File: src/rtl/led_mode_pkg.sv
// Shared types and sizes for the LED mode sequencer and its helpers.
package led_mode_pkg;

  typedef enum logic {
    LOAD = 1'b0,
    RUN  = 1'b1
  } state_t;

  localparam int NMODE  = 4;
  localparam int MODE_W = 2;
  localparam int LED_W  = 8;

endpackage

File: src/rtl/tick_prescaler.sv
// Free-running step prescaler: one registered tick every DIV enabled cycles.
module tick_prescaler #(
  parameter int DIV = 25_000_000
) (
  input  logic clk,
  input  logic reset,
  input  logic clr,
  input  logic run,
  output logic tick
);

  localparam int CW = (DIV > 1) ? $clog2(DIV) : 1;
  localparam logic [CW-1:0] CNT_MAX = CW'(DIV - 1);

  logic [CW-1:0] cnt_r;

  // Counter and tick register; clr restarts the period so a fresh mode gets a full DIV wait
  always_ff @(posedge clk) begin
    if (reset) begin
      cnt_r <= {CW{1'b0}};
      tick  <= 1'b0;
    end else if (clr) begin
      cnt_r <= {CW{1'b0}};
      tick  <= 1'b0;
    end else if (run) begin
      tick  <= (cnt_r == CNT_MAX);
      cnt_r <= (cnt_r == CNT_MAX) ? {CW{1'b0}} : cnt_r + CW'(1);
    end else begin
      cnt_r <= cnt_r;
      tick  <= 1'b0;
    end
  end

endmodule

File: src/rtl/led_mode_sequencer.sv
// Mode sequencer for the four-engine LED board: tick generation, mode FSM,
// per-engine enable/restart and the registered LED output mux.
module led_mode_sequencer
  import led_mode_pkg::*;
#(
  parameter int DIV   = 25_000_000,
  parameter int STEPS = 16
) (
  input  logic              clk,
  input  logic              reset,
  input  logic              run,
  input  logic              auto,
  input  logic              mode_next,
  input  logic [LED_W-1:0]  pat0,
  input  logic [LED_W-1:0]  pat1,
  input  logic [LED_W-1:0]  pat2,
  input  logic [LED_W-1:0]  pat3,
  output logic [NMODE-1:0]  en_mode,
  output logic              rst_mode,
  output logic [MODE_W-1:0] mode,
  output logic              tick,
  output logic [LED_W-1:0]  OUT
);

  localparam int SW = (STEPS > 1) ? $clog2(STEPS) : 1;
  localparam logic [SW-1:0] STEP_MAX = SW'(STEPS - 1);

  state_t            state_r, state_s;
  logic [MODE_W-1:0] mode_r, mode_s;
  logic [SW-1:0]     step_r, step_s;
  logic              advance_s;
  logic [LED_W-1:0]  pat_s;

  tick_prescaler #(.DIV(DIV)) u_prescaler (
    .clk   (clk),
    .reset (reset),
    .clr   (state_r == LOAD),
    .run   (run),
    .tick  (tick)
  );

  // FSM, mode and step registers
  always_ff @(posedge clk) begin
    if (reset) begin
      state_r <= LOAD;
      mode_r  <= {MODE_W{1'b0}};
      step_r  <= {SW{1'b0}};
    end else begin
      state_r <= state_s;
      mode_r  <= mode_s;
      step_r  <= step_s;
    end
  end

  // Next state; auto-advance and mode_next share one increment so coincidence advances once
  always_comb begin
    state_s   = state_r;
    mode_s    = mode_r;
    step_s    = step_r;
    advance_s = 1'b0;
    case (state_r)
      LOAD: begin
        step_s  = {SW{1'b0}};
        state_s = RUN;
      end
      RUN: begin
        if (tick) begin
          if (step_r == STEP_MAX) begin
            advance_s = auto;
          end else begin
            step_s = step_r + SW'(1);
          end
        end else begin
          step_s = step_r;
        end
        if (mode_next || advance_s) begin
          mode_s  = mode_r + MODE_W'(1);
          state_s = LOAD;
        end else begin
          mode_s  = mode_r;
        end
      end
      default: begin
        state_s = LOAD;
      end
    endcase
  end

  // Engine enables follow the registered tick within the same cycle
  always_comb begin
    if ((state_r == RUN) && tick) begin
      en_mode = NMODE'(4'b0001 << mode_r);
    end else begin
      en_mode = {NMODE{1'b0}};
    end
  end

  // Active engine pattern select
  always_comb begin
    case (mode_r)
      2'd0:    pat_s = pat0;
      2'd1:    pat_s = pat1;
      2'd2:    pat_s = pat2;
      2'd3:    pat_s = pat3;
      default: pat_s = {LED_W{1'b0}};
    endcase
  end

  // Registered LED bus
  always_ff @(posedge clk) begin
    if (reset) begin
      OUT <= {LED_W{1'b0}};
    end else begin
      OUT <= pat_s;
    end
  end

  assign rst_mode = reset | (state_r == LOAD);
  assign mode     = mode_r;

endmodule

File: config.mk
export PLATFORM = sky130hd
export DESIGN_NAME = led_mode_sequencer
export DESIGN_NICKNAME = d
export VERILOG_FILES = /design/src/rtl/led_mode_pkg.sv /design/src/rtl/tick_prescaler.sv /design/src/rtl/led_mode_sequencer.sv
export SDC_FILE = /design/constraint.sdc
export NUM_CORES = 1
export LEC_CHECK = 0
export CAP_MARGIN = 20
export CORE_MARGIN = 5
export CORE_UTILIZATION = 48
export CTS_CLUSTER_DIAMETER = 30
export DETAILED_ROUTE_END_ITERATION = 10
export MAX_ROUTING_LAYER = met4
export PLACE_DENSITY = 0.79
export REMOVE_ABC_BUFFERS = 1
export SLEW_MARGIN = 30
export SYNTH_ARGS = -nofsm -noshare
export SYNTH_HDL_FRONTEND = slang
export SYNTH_SLANG_ARGS = --single-unit
File: constraint.sdc
create_clock -name clk -period 2.5 [get_ports clk]
set_input_delay 0.5 -clock clk [delete_from_list [all_inputs] [get_ports clk]]
set_output_delay 0.5 -clock clk [all_outputs]
set_load 0.02 [all_outputs]
**Word level (Yosys, flattened, before mapping)**

Index checks and enable logic that the tools add are counted.

- Bits in registers: 41
- Input bits: 37
- Output and inout bits: 16

- Multiplexer cells: 11
- Eq/ne operators: 7
- Bitwise operators: 3
- Reductions and logical operators: 7
- $add $sub $neg: 3
- Shift operators: 1

Operator list:

| kind | count |
|---|---|
| one-hot mux 8 bit (4 select lines) | 1 |
| adder 25 x 1 -> 25 bit (second input constant) | 1 |
| == test 25 bit (second input constant) | 1 |
| 2-to-1 mux 25 bit | 1 |
| 2-to-1 mux 4 bit | 3 |
| one-hot mux 4 bit (2 select lines) | 1 |
| adder 4 x 1 -> 4 bit (second input constant) | 1 |
| == test 2 bit (second input constant) | 2 |
| == test 4 bit (second input constant) | 1 |
| 2-to-1 mux 1 bit | 4 |
| AND reduction 2 bit | 2 |
| << shifter 1 x 2 -> 4 bit (first input constant) | 1 |
| OR reduction 3 bit | 1 |
| adder 2 x 1 -> 2 bit (second input constant) | 1 |
| == test 2 x 1 -> 1 bit (second input constant) | 1 |
| zero test 2 bit | 1 |
| != test 2 x 1 -> 1 bit (second input constant) | 1 |
| != test 2 bit (second input constant) | 1 |
| inverter 1 bit | 2 |
| one-hot mux 1 bit (2 select lines) | 1 |
| OR reduction 2 bit | 1 |
| logical AND 1 bit | 1 |
| logical OR 1 bit | 1 |
| bitwise OR 1 bit | 1 |

**Depth between registers and ports, before layout**

Gate-level depths: netlist of run 1.

- Word-level depth: 7
- Gate-level depth with buffers: 7
- Mapped depth without buffers: 6

**By module**

Synthesis of run 1 repeated with hierarchy kept, for this count alone.

- Cells, all modules: 228
- Area total of the unflattened synthesis: 2080.7 µm²

By module, submodules not included:

| module | cells an instance | times used | area each (µm²) |
|---|---|---|---|
| tick_prescaler | 137 | 1 | 1255.0 |
| led_mode_sequencer | 91 | 1 | 825.8 |

**Worst setup path after synthesis of run 1**

OpenSTA, ideal clock, no wires.

- Path kind: input -> register
- From: input port run
- To: register u_prescaler.cnt_r[24]
- Slack: 421 ps
- Cell stages on the path: 6
- Data required time: 2434 ps
- Arrival: 2013 ps
- Setup time: 66 ps
- Cells stage by stage: buf_4 > nand4_2 > or4_1 > buf_2 > or4_4 > a21oi_2

RTL lines:

| item | RTL line | RTL |
|---|---|---|
| start, declared | led_mode_sequencer.sv:11 | `input logic run,` |
| end signal, assigned | tick_prescaler.sv:20 | `cnt_r <= {CW{1'b0}};` |
| end signal, assigned | tick_prescaler.sv:23 | `cnt_r <= {CW{1'b0}};` |
| end signal, assigned | tick_prescaler.sv:27 | `cnt_r <= (cnt_r == CNT_MAX) ? {CW{1'b0}} : cnt_r + CW'(1);` |
| end, declared | tick_prescaler.sv:15 | `logic [CW-1:0] cnt_r;` |

**Worst setup path after layout of run 1**

- From: register mode_r[1], in the netlist mode[1]
- To: output port en_mode[1]

- Longest elaborated chain between the ends: 2

Ends and longest elaborated chain:

| item | RTL line | RTL |
|---|---|---|
| start, declared | led_mode_sequencer.sv:29 | `logic [MODE_W-1:0] mode_r, mode_s;` |
| start signal, assigned | led_mode_sequencer.sv:46 | `mode_r <= {MODE_W{1'b0}};` |
| start signal, assigned | led_mode_sequencer.sv:50 | `mode_r <= mode_s;` |
| << shifter 1 x 2 -> 4 bit | led_mode_sequencer.sv:92 | `en_mode = NMODE'(4'b0001 << mode_r);` |
| 2-to-1 mux 4 bit | led_mode_sequencer.sv:91 | `if ((state_r == RUN) && tick) begin` |
| end, declared | led_mode_sequencer.sv:18 | `output logic [NMODE-1:0] en_mode,` |

No other way between the ends.

==> results of run 1 <==
final cells by class:
type / count / share of cell area [%]
clock buffers: 5 / 2.53
clock inverters: 3 / 2.39
multi-input cells: 171 / 40.8
well taps: 50 / 2.30
inverters: 7 / 0.967
repair buffers: 58 / 20.8
flip-flops and latches: 41 / 30.2
power by group through the flow:
stage          clock (µW)  sequential (µW)  combinational, µW
3_3_place_gp            0              687                157
6_report              626              673                158
3_5_place_dp            0              688                159
4_1_cts               645              673                160
2_1_floorplan           0              701               44.0
5_1_grt               681              675                171
metal layers:
layer  part of all wire, %  GRT usage [%]
met1                    42           21.5
met4                   1.2           5.34
met3                    12           7.48
met5                     0              -
met2                    44           30.3
worst paths after layout:
path | slack, ns | cells after the start | endpoint
min | 0.48 | 2 | step_r[1]
min reg2reg | 0.48 | 2 | step_r[1]
max reg2reg | 0.21 | 5 | u_prescaler.cnt_r[22]
max | 0.09 | 4 | en_mode[1]
worst max-delay path, stage by stage, from the launching register on:
cell and delay (ns):
dfxtp_1 0.36, inv_1 0.11, ha_1 0.35, and3_1 0.20, clkdlybuf4s50_1 0.60
registers in the layout, indices dropped and copies added, names as in the netlist:
name / count
mode: 2
u_prescaler.cnt_r: 25
OUT: 8
step_r: 4
state_r: 1
u_prescaler.tick: 1
layout by cell type (no fill, tap or decap), types with 8 or more instances in the layout:
cell / n
nand3_1: 13
dfxtp_1: 41
clkdlybuf4s50_1: 52
nor2_1: 36
xor2_1: 9
and3_1: 8
a21oi_1: 21
a222oi_1: 8
per-stage QoR:
step	utilization (%)	power [µW]	hold slack, ns
floorplan	-	745	0.449
global placement	64.0	845	0.460
detailed placement	64.0	847	0.462
CTS	67.3	1480	0.476
global route	67.5	1530	0.515
finish	67.5	1460	0.476
cells by family after synthesis:
group                    count (synthesis)
AND/OR/NAND/NOR                        102
buffers and inverters                   22
AO/OA/AOI/OAI                           46
adder cells (fa/ha/maj)                  7
flip-flops                              41
multiplexers                             1
XOR/XNOR                                15
what timing repair did:
action / CTS / global route
hold buffers: 0 / 0
gates resized for setup: 0 / 2
setup endpoints to repair: 0 / 2
==> results by group, run 1 <==
Floorplan
  • I/O pin count: 53
  • Initial Util: 50.0%
  • Core Rows: 23
  • Die X: 74.8 µm
  • Die area: 5600 µm²
  • Die H: 74.8 µm
  • Core footprint: 4030 µm²

Placed design
  • Setup slack at placement: -0.0373 ns
  • RePlAce Congestion: 0.750
  • Dpl cell area: 2580 µm²
  • Placed insts: 327
  • DPL Wire Length: 3.61 mm
  • Buffers on Ports: 52

Synth
  • Simple-gate share of the synthesized area: 27.9%
  • Post-synthesis mux area share: 0.497%
  • Share of flip-flops with an asynchronous set or reset: 0%
  • #FFs+latches synth: 41
  • Biggest area consumer among synthesized cells: dfxtp_1
  • Syn Inst Count: 234
  • Synth Area in Compound Gates: 15.5%
  • Cell area after synthesis: 2020 µm²
  • Yosys top cell area share: 40.7%
  • Number of flops mapped to enable cells by yosys: 0
  • Synth top area cells: dfxtp_1 41%, nor2_1 6.7%, a21oi_1 5.2%, ha_1 4.3%, a222oi_1 4.0%
  • Sequential area share after synthesis: 40.7%
  • Mean Syn Cell Area: 8.61 µm²
  • Yosys warns: 0
  • Post-synth top flop: dfxtp_1
  • Netlist cell types: 37
  • Post-synth top cells: 41 x dfxtp_1, 36 x nor2_1, 21 x a21oi_1, 13 x nand3_1, 9 x xor2_1
  • Cell with the most instances after synthesis: dfxtp_1
  • XOR/XNOR share of the synthesized area: 6.52%
  • Main combinational cell family by area after synthesis: simple AND/OR/NAND/NOR gates
  • Adder-Cell Fraction of Synth Area: 4.35%

Clock tree
  • CTS Buf Count: 5
  • CTS root buffer: clkbuf_8
  • Skew-Pair Late Insertion Delay: 0.30 ns
  • CTS sink cnt: 41
  • Setup Buffers After CTS: 0
  • Clock H-tree levels: 2
  • CTS tree: yes
  • Clk slew on worst S/H paths: 0.08 ns
  • Max clock buf depth: 2

Setup path
  • Worst R2R Start: u_prescaler.cnt_r[0]
  • Worst-path fanout max: 9
  • Crit path capture type: primary output
  • Worst path required time: 2.00 ns
  • Kind of critical path: flip-flop to primary output
  • Worst Setup Start Kind: flip-flop
  • CP Data Arrival Time: 1.91 ns
  • CP startpoint: mode[1]

Global route
  • First-pass GRT wire length: 7.81 mm
  • Remaining Overflow, GRT: 0
  • Initial antenna violation count: 0
  • Largest net degree at the start of global routing: 17
  • Vias in the first global route: 1,710
  • GRT Total Usage: 18.7%

Detailed routing
  • Routed wire per std cell: 14.2 µm
  • Final ANT Viol Nets: 0
  • Via count: 1,868
  • Total Wirelength: 4.76 mm
  • Drt first pass iters: 5
  • DRC viols: 0
  • Vias per cell: 5.58
  • DR iter-0 viols: 92

Status
  • Status: completed

Pwr
  • P_int: 1150 µW
  • Comb power frac: 10.9%
  • Leakage power: 0.000942 µW
  • Power Dens Cells: 536 nW/µm²
  • Clock power share: 43.0%
  • Sequential Power Share: 46.2%
  • Psw: 303 µW
  • Switching share of power: 20.8%
  • Max VDD drop: 0.410 mV

STA
  • Final worst slack: 0.0939 ns
  • Max-slew headroom: 68.9%
  • Post-route minimum period: 2.41 ns
  • Final setup viols: 0
  • Final setup skew: 0.00799 ns
  • F_max: 416 MHz
  • Final hold violation count: 0
  • Crit share post-route: 96.2%
  • Worst-Margin Slew: 0.467 ns
  • RSZ-0062 raised after global routing: false
  • Fin. max-slew vios: 0
  • Setup TNS: 0 ns

Finish
  • Sequential standard cell area: 821 µm²
  • Post-route cell area: 2720 µm²
  • Fraction of layout cells with a size suffix above 1: 9.12%
  • ANT cells: 0
  • Final net count: 328
  • Area growth syn-to-layout: 34.8%
  • Fillcell total: 359
  • Cell Count, Final, Fillers Out: 335
  • Area of the multi-input gates: 1110 µm²

Hold path
  • HP Start: step_r[1]
  • Worst min-delay path class: flip-flop to flip-flop

Job
  • Max-cap violations: 0
Note: power is estimated with default switching activity, not from simulation.
==> run 2, diff against run 1 <==
--- a/config.mk
+++ b/config.mk
@@ -6,7 +6,6 @@
 export NUM_CORES = 1
 export LEC_CHECK = 0
 export CAP_MARGIN = 20
-export CORE_MARGIN = 5
 export CORE_UTILIZATION = 48
 export CTS_CLUSTER_DIAMETER = 30
 export DETAILED_ROUTE_END_ITERATION = 10
==> run 2 against run 1 <==
Effect of this change: die area down 20%; non-clock buffer count up 2; sequential share of layout area up 0.17 points; first-iteration DRC count down 17%.
==> results by group, run 2 (same netlist as run 1, synthesis figures left out) <==
Status
  • Status: completed

Setup path
  • Kind of critical path: flip-flop to primary output
  • Crit path max-delay family: buffers and inverters
  • Crit path capture type: primary output
  • Crit-path cells: inv_1, ha_2, and3_1, clkdlybuf4s50_1
  • Worst path required time: 2.00 ns (about the same)
  • Worst Setup Start Kind: flip-flop
  • Worst-path fanout max: 9 (unchanged)
  • CP bufs+invs: 2 (unchanged)
  • Max stage delay cell, worst path: clkdlybuf4s50_1
  • Critical path's largest stage delay: 0.60 ns (about the same)
  • CP Data Arrival Time: 1.87 ns (-0.04 ns)

Clock tree
  • CTS Buf Count: 5 (unchanged)
  • Setup Buffers After CTS: 0 (unchanged)
  • CTS root buffer: clkbuf_8
  • CTS tree: yes
  • Hold buffers post-CTS: 0 (unchanged)
  • Max clock buf depth: 2 (unchanged)
  • Skew-Pair Late Insertion Delay: 0.29 ns (about the same)
  • Post-CTS resize count: 0 (unchanged)
  • Clock H-tree levels: 2 (unchanged)
  • CTS sink cnt: 41 (unchanged)
  • Clk slew on worst S/H paths: 0.07 ns (about the same)

Finish
  • Largest Register: u_prescaler.cnt_r
  • ANT cells: 0 (unchanged)
  • Area of the multi-input gates: 1110 µm² (+0.23%)
  • Fillcell total: 340 (-5.3%)
  • Commonest non-fill, non-tap cell in the layout: clkdlybuf4s50_1
  • Area growth syn-to-layout: 34.1%
  • Final net count: 330 (+0.61%)
  • Largest registers: u_prescaler.cnt_r (25), OUT (8), step_r (4)
  • Most frequent cells in the layout: 52 x clkdlybuf4s50_1, 41 x dfxtp_1, 36 x nor2_1
  • Max reg flops: 25 (unchanged)
  • Finished Core Util: 67.1% (-0.37 points)
  • Fraction of layout cells with a size suffix above 1: 10.1% (+0.98 points)
  • Sequential standard cell area: 821 µm² (unchanged)

Detailed routing
  • Routed wire per std cell: 13.8 µm (-2.8%)
  • Via count: 1,923 (+2.9%)
  • Vias per cell: 5.71 (+2.3%)
  • Total Wirelength: 4.66 mm (-2.2%)
  • Final ANT Viol Nets: 0 (unchanged)
  • Drt first pass iters: 4 (-1)
  • DR iter-0 viols: 76 (-17%)
  • DRC viols: 0 (unchanged)

STA
  • Worst-Margin Slew: 0.513 ns (+0.0459 ns)
  • RSZ-0062 raised after global routing: false
  • Max-slew headroom: 65.8% (-3.1 points)
  • Crit share post-route: 94.6% (-1.6 points)
  • Final setup skew: 0.00500 ns (-0.00298 ns)
  • Fin. max-slew vios: 0 (unchanged)
  • Post-route minimum period: 2.37 ns (-0.0408 ns)
  • Final hold violation count: 0 (unchanged)
  • F_max: 423 MHz (+1.7%)
  • Final setup viols: 0 (unchanged)
  • Setup TNS: 0 ns (unchanged)

Pwr
  • Sequential Power Share: 51.8% (+5.6 points)
  • Clock power share: 36.1% (-6.9 points)
  • P_int: 1010 µW (-13%)
  • Max VDD drop: 0.342 mV (-17%)
  • Switching share of power: 22.4% (+1.6 points)
  • Power Dens Cells: 481 nW/µm² (-10%)
  • Leakage power: 0.000935 µW (-0.71%)
  • Comb power frac: 12.2% (+1.3 points)
  • Psw: 291 µW (-3.8%)

Floorplan
  • Core footprint: 4030 µm² (unchanged)
  • Initial Util: 50.0% (unchanged)
  • Die H: 66.8 µm (-11%)
  • Die X: 66.8 µm (-11%)
  • I/O pin count: 53 (unchanged)
  • Die area: 4460 µm² (-20%)
  • Core Rows: 23 (unchanged)

Global route
  • Initial antenna violation count: 0 (unchanged)
  • Largest net degree at the start of global routing: 17 (unchanged)
  • GRT Total Usage: 22.7% (+3.9 points)
  • Remaining Overflow, GRT: 0 (unchanged)
  • Vias in the first global route: 1,742 (+1.9%)
  • First-pass GRT wire length: 7.59 mm (-2.8%)

Placed design
  • DPL Wire Length: 3.42 mm (-5.3%)
  • Buffers on Ports: 52 (unchanged)
  • RePlAce Congestion: 0.808 (+7.6%)

Job
  • Max-cap violations: 0 (unchanged)

Hold path
  • Worst min-delay path class: flip-flop to flip-flop
## run 2: power by group through the flow
stage	combinational, µW	clock [µW]	sequential (µW)
after floorplan	44.0	0	701
after global placement	157	0	687
after detailed placement	159	0	688
after CTS	159	482	672
after global routing	172	509	674
final	158	469	672
## run 2: final cells by class
class / count / area share [%]
Multi-Input combinational cell: 171 / 41.1
Sequential cell: 41 / 30.4
Timing Repair Buffer: 60 / 21.5
Clock buffer: 7 / 3.56
Tap cell: 50 / 2.31
Inverter: 7 / 0.972
Clock inverter: 1 / 0.185
## run 2: worst paths after layout
kind | from | end | slack [ns] | depth (start not counted)
setup / recovery | mode[0] | en_mode[2] | 0.13 | 4
hold / removal | step_r[1] | step_r[1] | 0.49 | 2
setup reg to reg | u_prescaler.cnt_r[1] | u_prescaler.cnt_r[18] | 0.24 | 6
hold reg to reg | step_r[1] | step_r[1] | 0.49 | 2
## run 2: metrics by stage
step,instances,worst slack [ns],hold slack (ns),power (µW),area [µm²]
6_report,337,0.135,0.495,1300,2700
4_1_cts,337,0.0207,0.497,1310,2700
5_1_grt,337,0.0440,0.523,1360,2700
3_3_place_gp,329,0.0453,0.460,844,2590
2_1_floorplan,219,0.434,0.449,745,1950
3_5_place_dp,329,0.0192,0.488,847,2590
## run 2: worst register-to-register path, cell delays in order, from the launching register on
cell and delay [ns]:
dfxtp_1 0.43, ha_1 0.27, nand4_2 0.19, or4_1 0.64, buf_4 0.20, or3_1 0.34
a21oi_1 0.14
## run 2: metal layers
layer,vias to the layer above,GRT usage [%],part of all wire (%)
li1,962,-,-
met1,894,24.1,41
met2,62,40.3,48
met3,5,7.02,9.3
met4,0,6.38,0.86
met5,-,-,0
==> run 3, diff against run 2 <==
--- a/config.mk
+++ b/config.mk
@@ -5,12 +5,14 @@
 export SDC_FILE = /design/constraint.sdc
 export NUM_CORES = 1
 export LEC_CHECK = 0
+export ABC_AREA = 1
 export CAP_MARGIN = 20
-export CORE_UTILIZATION = 48
+export CORE_UTILIZATION = 50
 export CTS_CLUSTER_DIAMETER = 30
 export DETAILED_ROUTE_END_ITERATION = 10
 export MAX_ROUTING_LAYER = met4
-export PLACE_DENSITY = 0.79
+export PLACE_DENSITY = 0.78
+export RECOVER_POWER = 25
 export REMOVE_ABC_BUFFERS = 1
 export SLEW_MARGIN = 30
 export SYNTH_ARGS = -nofsm -noshare
==> run 3 against run 2 <==
Effect of this change: via count rose by 16%; non-clock buffer count fell by 2; clock-buffer cell count fell by 2; die area rose by 6.6%; flip-flop and latch count did not move; worst setup slack improved by 0.068 ns; sequential share of layout area fell by 2.4 points; final cell count rose by 30%; wire length rose by 19%; global-route usage rose by 4.1 points; combinational power rose by 14%; largest cell class unchanged; largest power group unchanged.
==> results by group, run 3 <==
STA
  • Post-route minimum period: 2.30 ns (-0.0676 ns)
  • Final setup skew: 0.00852 ns (+0.00352 ns)
  • Final worst slack: 0.202 ns (+0.0676 ns)
  • Crit share post-route: 91.9% (-2.7 points)
  • RSZ-0062 raised after global routing: false
  • Final hold violation count: 0 (unchanged)
  • Max-slew headroom: 48.1% (-18 points)
  • Fin. max-slew vios: 0 (unchanged)
  • F_max: 435 MHz (+2.9%)
  • Final setup viols: 0 (unchanged)
  • Setup TNS: 0 ns (unchanged)
  • Worst-Margin Slew: 0.779 ns (+0.266 ns)

Clock tree
  • Max clock buf depth: 2 (unchanged)
  • Post-CTS resize count: 0 (unchanged)
  • CTS Buf Count: 5 (unchanged)
  • CTS sink cnt: 41 (unchanged)
  • Setup Buffers After CTS: 0 (unchanged)
  • Hold buffers post-CTS: 0 (unchanged)
  • CTS tree: yes
  • Skew-Pair Late Insertion Delay: 0.30 ns (about the same)
  • Clock H-tree levels: 2 (unchanged)
  • Clk slew on worst S/H paths: 0.08 ns (about the same)
  • CTS root buffer: clkbuf_8

Job
  • Max-cap violations: 0 (unchanged)

Finish
  • Sequential standard cell area: 821 µm² (unchanged)
  • Finished Core Util: 70.9% (+3.8 points)
  • Final net count: 431 (+31%)
  • Area growth syn-to-layout: 31.0%
  • Largest registers: u_prescaler.cnt_r (25), OUT (8), step_r (4)
  • Most frequent cells in the layout: 82 x nand2_1, 58 x nor2_1, 52 x clkdlybuf4s50_1
  • ANT cells: 0 (unchanged)
  • Commonest non-fill, non-tap cell in the layout: nand2_1
  • Fraction of layout cells with a size suffix above 1: 9.30% (-0.80 points)
  • Area of the multi-input gates: 1250 µm² (+12%)
  • Max reg flops: 25 (unchanged)
  • Largest Register: u_prescaler.cnt_r
  • Fillcell total: 355 (+4.4%)

Floorplan
  • Initial Util: 54.1% (+4.1 points)
  • I/O pin count: 53 (unchanged)
  • Core Rows: 23 (unchanged)
  • Die area: 4760 µm² (+6.6%)
  • Core footprint: 4140 µm² (+2.9%)
  • Die H: 69.0 µm (+3.2%)
  • Die X: 69.0 µm (+3.2%)

Synth
  • Yosys top cell area share: 36.6% (-4.1 points)
  • Cell area after synthesis: 2240 µm² (+11%)
  • Sequential area share after synthesis: 36.6% (-4.1 points)
  • Mean Syn Cell Area: 6.84 µm² (-21%)
  • Share of flip-flops with an asynchronous set or reset: 0% (unchanged)
  • Synth top area cells: dfxtp_1 37%, nand2_1 14%, nor2_1 9.5%, inv_1 5.0%, ha_1 3.9%
  • Adder-Cell Fraction of Synth Area: 3.91% (-0.44 points)
  • XOR/XNOR share of the synthesized area: 3.91% (-2.6 points)
  • Post-synth top flop: dfxtp_1
  • Number of flops mapped to enable cells by yosys: 0 (unchanged)
  • Biggest area consumer among synthesized cells: dfxtp_1
  • Simple-gate share of the synthesized area: 37.9% (+10 points)
  • Netlist cell types: 28 (-24%)
  • Post-synthesis mux area share: 0.446% (-0.050 points)
  • Synth Area in Compound Gates: 9.60% (-5.9 points)
  • Main combinational cell family by area after synthesis: simple AND/OR/NAND/NOR gates
  • Syn Inst Count: 328 (+40%)
  • #FFs+latches synth: 41 (unchanged)
  • Yosys warns: 0 (unchanged)
  • Cell with the most instances after synthesis: nand2_1
  • Post-synth top cells: 82 x nand2_1, 57 x nor2_1, 41 x dfxtp_1, 30 x inv_1

Pwr
  • Clock power share: 37.9% (+1.8 points)
  • Switching share of power: 23.3% (+0.91 points)
  • Psw: 321 µW (+10%)
  • Power Dens Cells: 468 nW/µm² (-2.6%)
  • Max VDD drop: 0.298 mV (-13%)
  • Sequential Power Share: 49.1% (-2.7 points)
  • Comb power frac: 13.1% (+0.9 points)
  • Leakage power: 0.00114 µW (+22%)
  • P_int: 1050 µW (+4.6%)

Detailed routing
  • Final ANT Viol Nets: 0 (unchanged)
  • Total Wirelength: 5.52 mm (+19%)
  • DR iter-0 viols: 81 (+6.6%)
  • Drt first pass iters: 4 (unchanged)
  • Via count: 2,225 (+16%)
  • Vias per cell: 5.09 (-11%)
  • DRC viols: 0 (unchanged)
  • Routed wire per std cell: 12.6 µm (-8.6%)

Global route
  • Remaining Overflow, GRT: 0 (unchanged)
  • Vias in the first global route: 2,114 (+21%)
  • First-pass GRT wire length: 8.96 mm (+18%)
  • Largest net degree at the start of global routing: 13 (-4)
  • GRT Total Usage: 26.8% (+4.1 points)
  • Initial antenna violation count: 0 (unchanged)

Setup path
  • Worst-path fanout max: 4 (-5)
  • Critical path's largest stage delay: 0.56 ns (-0.04 ns)
  • Crit-path cells: clkdlybuf4s50_1, nor2_1, clkinv_1, clkdlybuf4s50_1
  • Crit-path most repeated cell: clkdlybuf4s50_1
  • CP bufs+invs: 3 (+1)
  • Worst path required time: 2.00 ns (about the same)
  • CP Data Arrival Time: 1.80 ns (-0.07 ns)
  • Max stage delay cell, worst path: clkdlybuf4s50_1
  • Crit path max-delay family: buffers and inverters
  • Crit path capture type: primary output
  • Kind of critical path: input port to primary output
  • Worst Setup Start Kind: input port

Placed design
  • Setup slack at placement: 0.228 ns (+0.209 ns)
  • RePlAce Congestion: 0.915 (+13%)
  • DPL Wire Length: 4.24 mm (+24%)
  • Buffers on Ports: 52 (unchanged)

Status
  • Status: completed

Hold path
  • Worst min-delay path class: flip-flop to flip-flop
run 3: cell count changes after synthesis, sizes merged, moves of 5 or more:
| cell | previous run | this run |
|---|---|---|
| or4 | 9 | 0 |
| buf | 6 | 1 |
| nor2 | 36 | 70 |
| o21ai | 6 | 13 |
| nand2 | 7 | 85 |
| nand3 | 13 | 18 |
| a222oi | 8 | 0 |
| inv | 7 | 38 |
| a21oi | 23 | 17 |
| a31oi | 1 | 9 |
| and3 | 9 | 1 |
| or3 | 5 | 0 |
| o31ai | 8 | 0 |
run 3: routing by layer:
layer  global-route usage [%]  up-vias  share of wire [%]
li1                         -     1155                  -
met1                     31.0      989                 46
met2                     44.1       61                 47
met3                     6.09       20                3.7
met4                     12.0        0                2.9
met5                        -        -                  0
run 3: path summary, 6_finish.rpt:
kind	startpoint	end	slack, ns	cells past startpoint
setup / recovery	reset	rst_mode	0.20	4
setup reg to reg	state_r	u_prescaler.cnt_r[14]	0.96	7
hold reg to reg	step_r[3]	step_r[3]	0.46	1
hold / removal	step_r[3]	step_r[3]	0.46	1
run 3: through the flow:
step,power [µW],cell area [µm²],std cells,hold slack (ns)
2_1_floorplan,759,2220,322,0.423
3_3_place_gp,868,2840,430,0.435
3_5_place_dp,869,2840,430,0.448
4_1_cts,1390,2950,437,0.460
5_1_grt,1420,2940,437,0.485
6_report,1380,2940,437,0.462
run 3: area by class of cell:
cell class | count | share of cell area, %
Sequential cell | 41 | 27.9
Clock inverter | 2 | 1.19
Timing Repair Buffer | 58 | 19.0
Inverter | 38 | 4.94
Multi-Input combinational cell | 243 | 42.5
Clock buffer | 5 | 2.34
Tap cell | 50 | 2.13
run 3: logic make-up (layout without fill, tap and decap cells):
| group | after synthesis | after routing |
|---|---|---|
| flip-flops | 41 | 41 |
| XOR/XNOR | 10 | 10 |
| buffers and inverters | 44 | 103 |
| AND/OR/NAND/NOR | 185 | 185 |
| AO/OA/AOI/OAI | 40 | 40 |
| multiplexers | 1 | 1 |
| adder cells (fa/ha/maj) | 7 | 7 |
run 3: power groups by stage:
stage / clock network (µW) / logic, µW / registers [µW]
floorplan: 0 / 52.9 / 706
CTS: 528 / 182 / 675
global route: 554 / 194 / 677
detailed placement: 0 / 179 / 690
global placement: 0 / 178 / 690
finish: 521 / 180 / 675
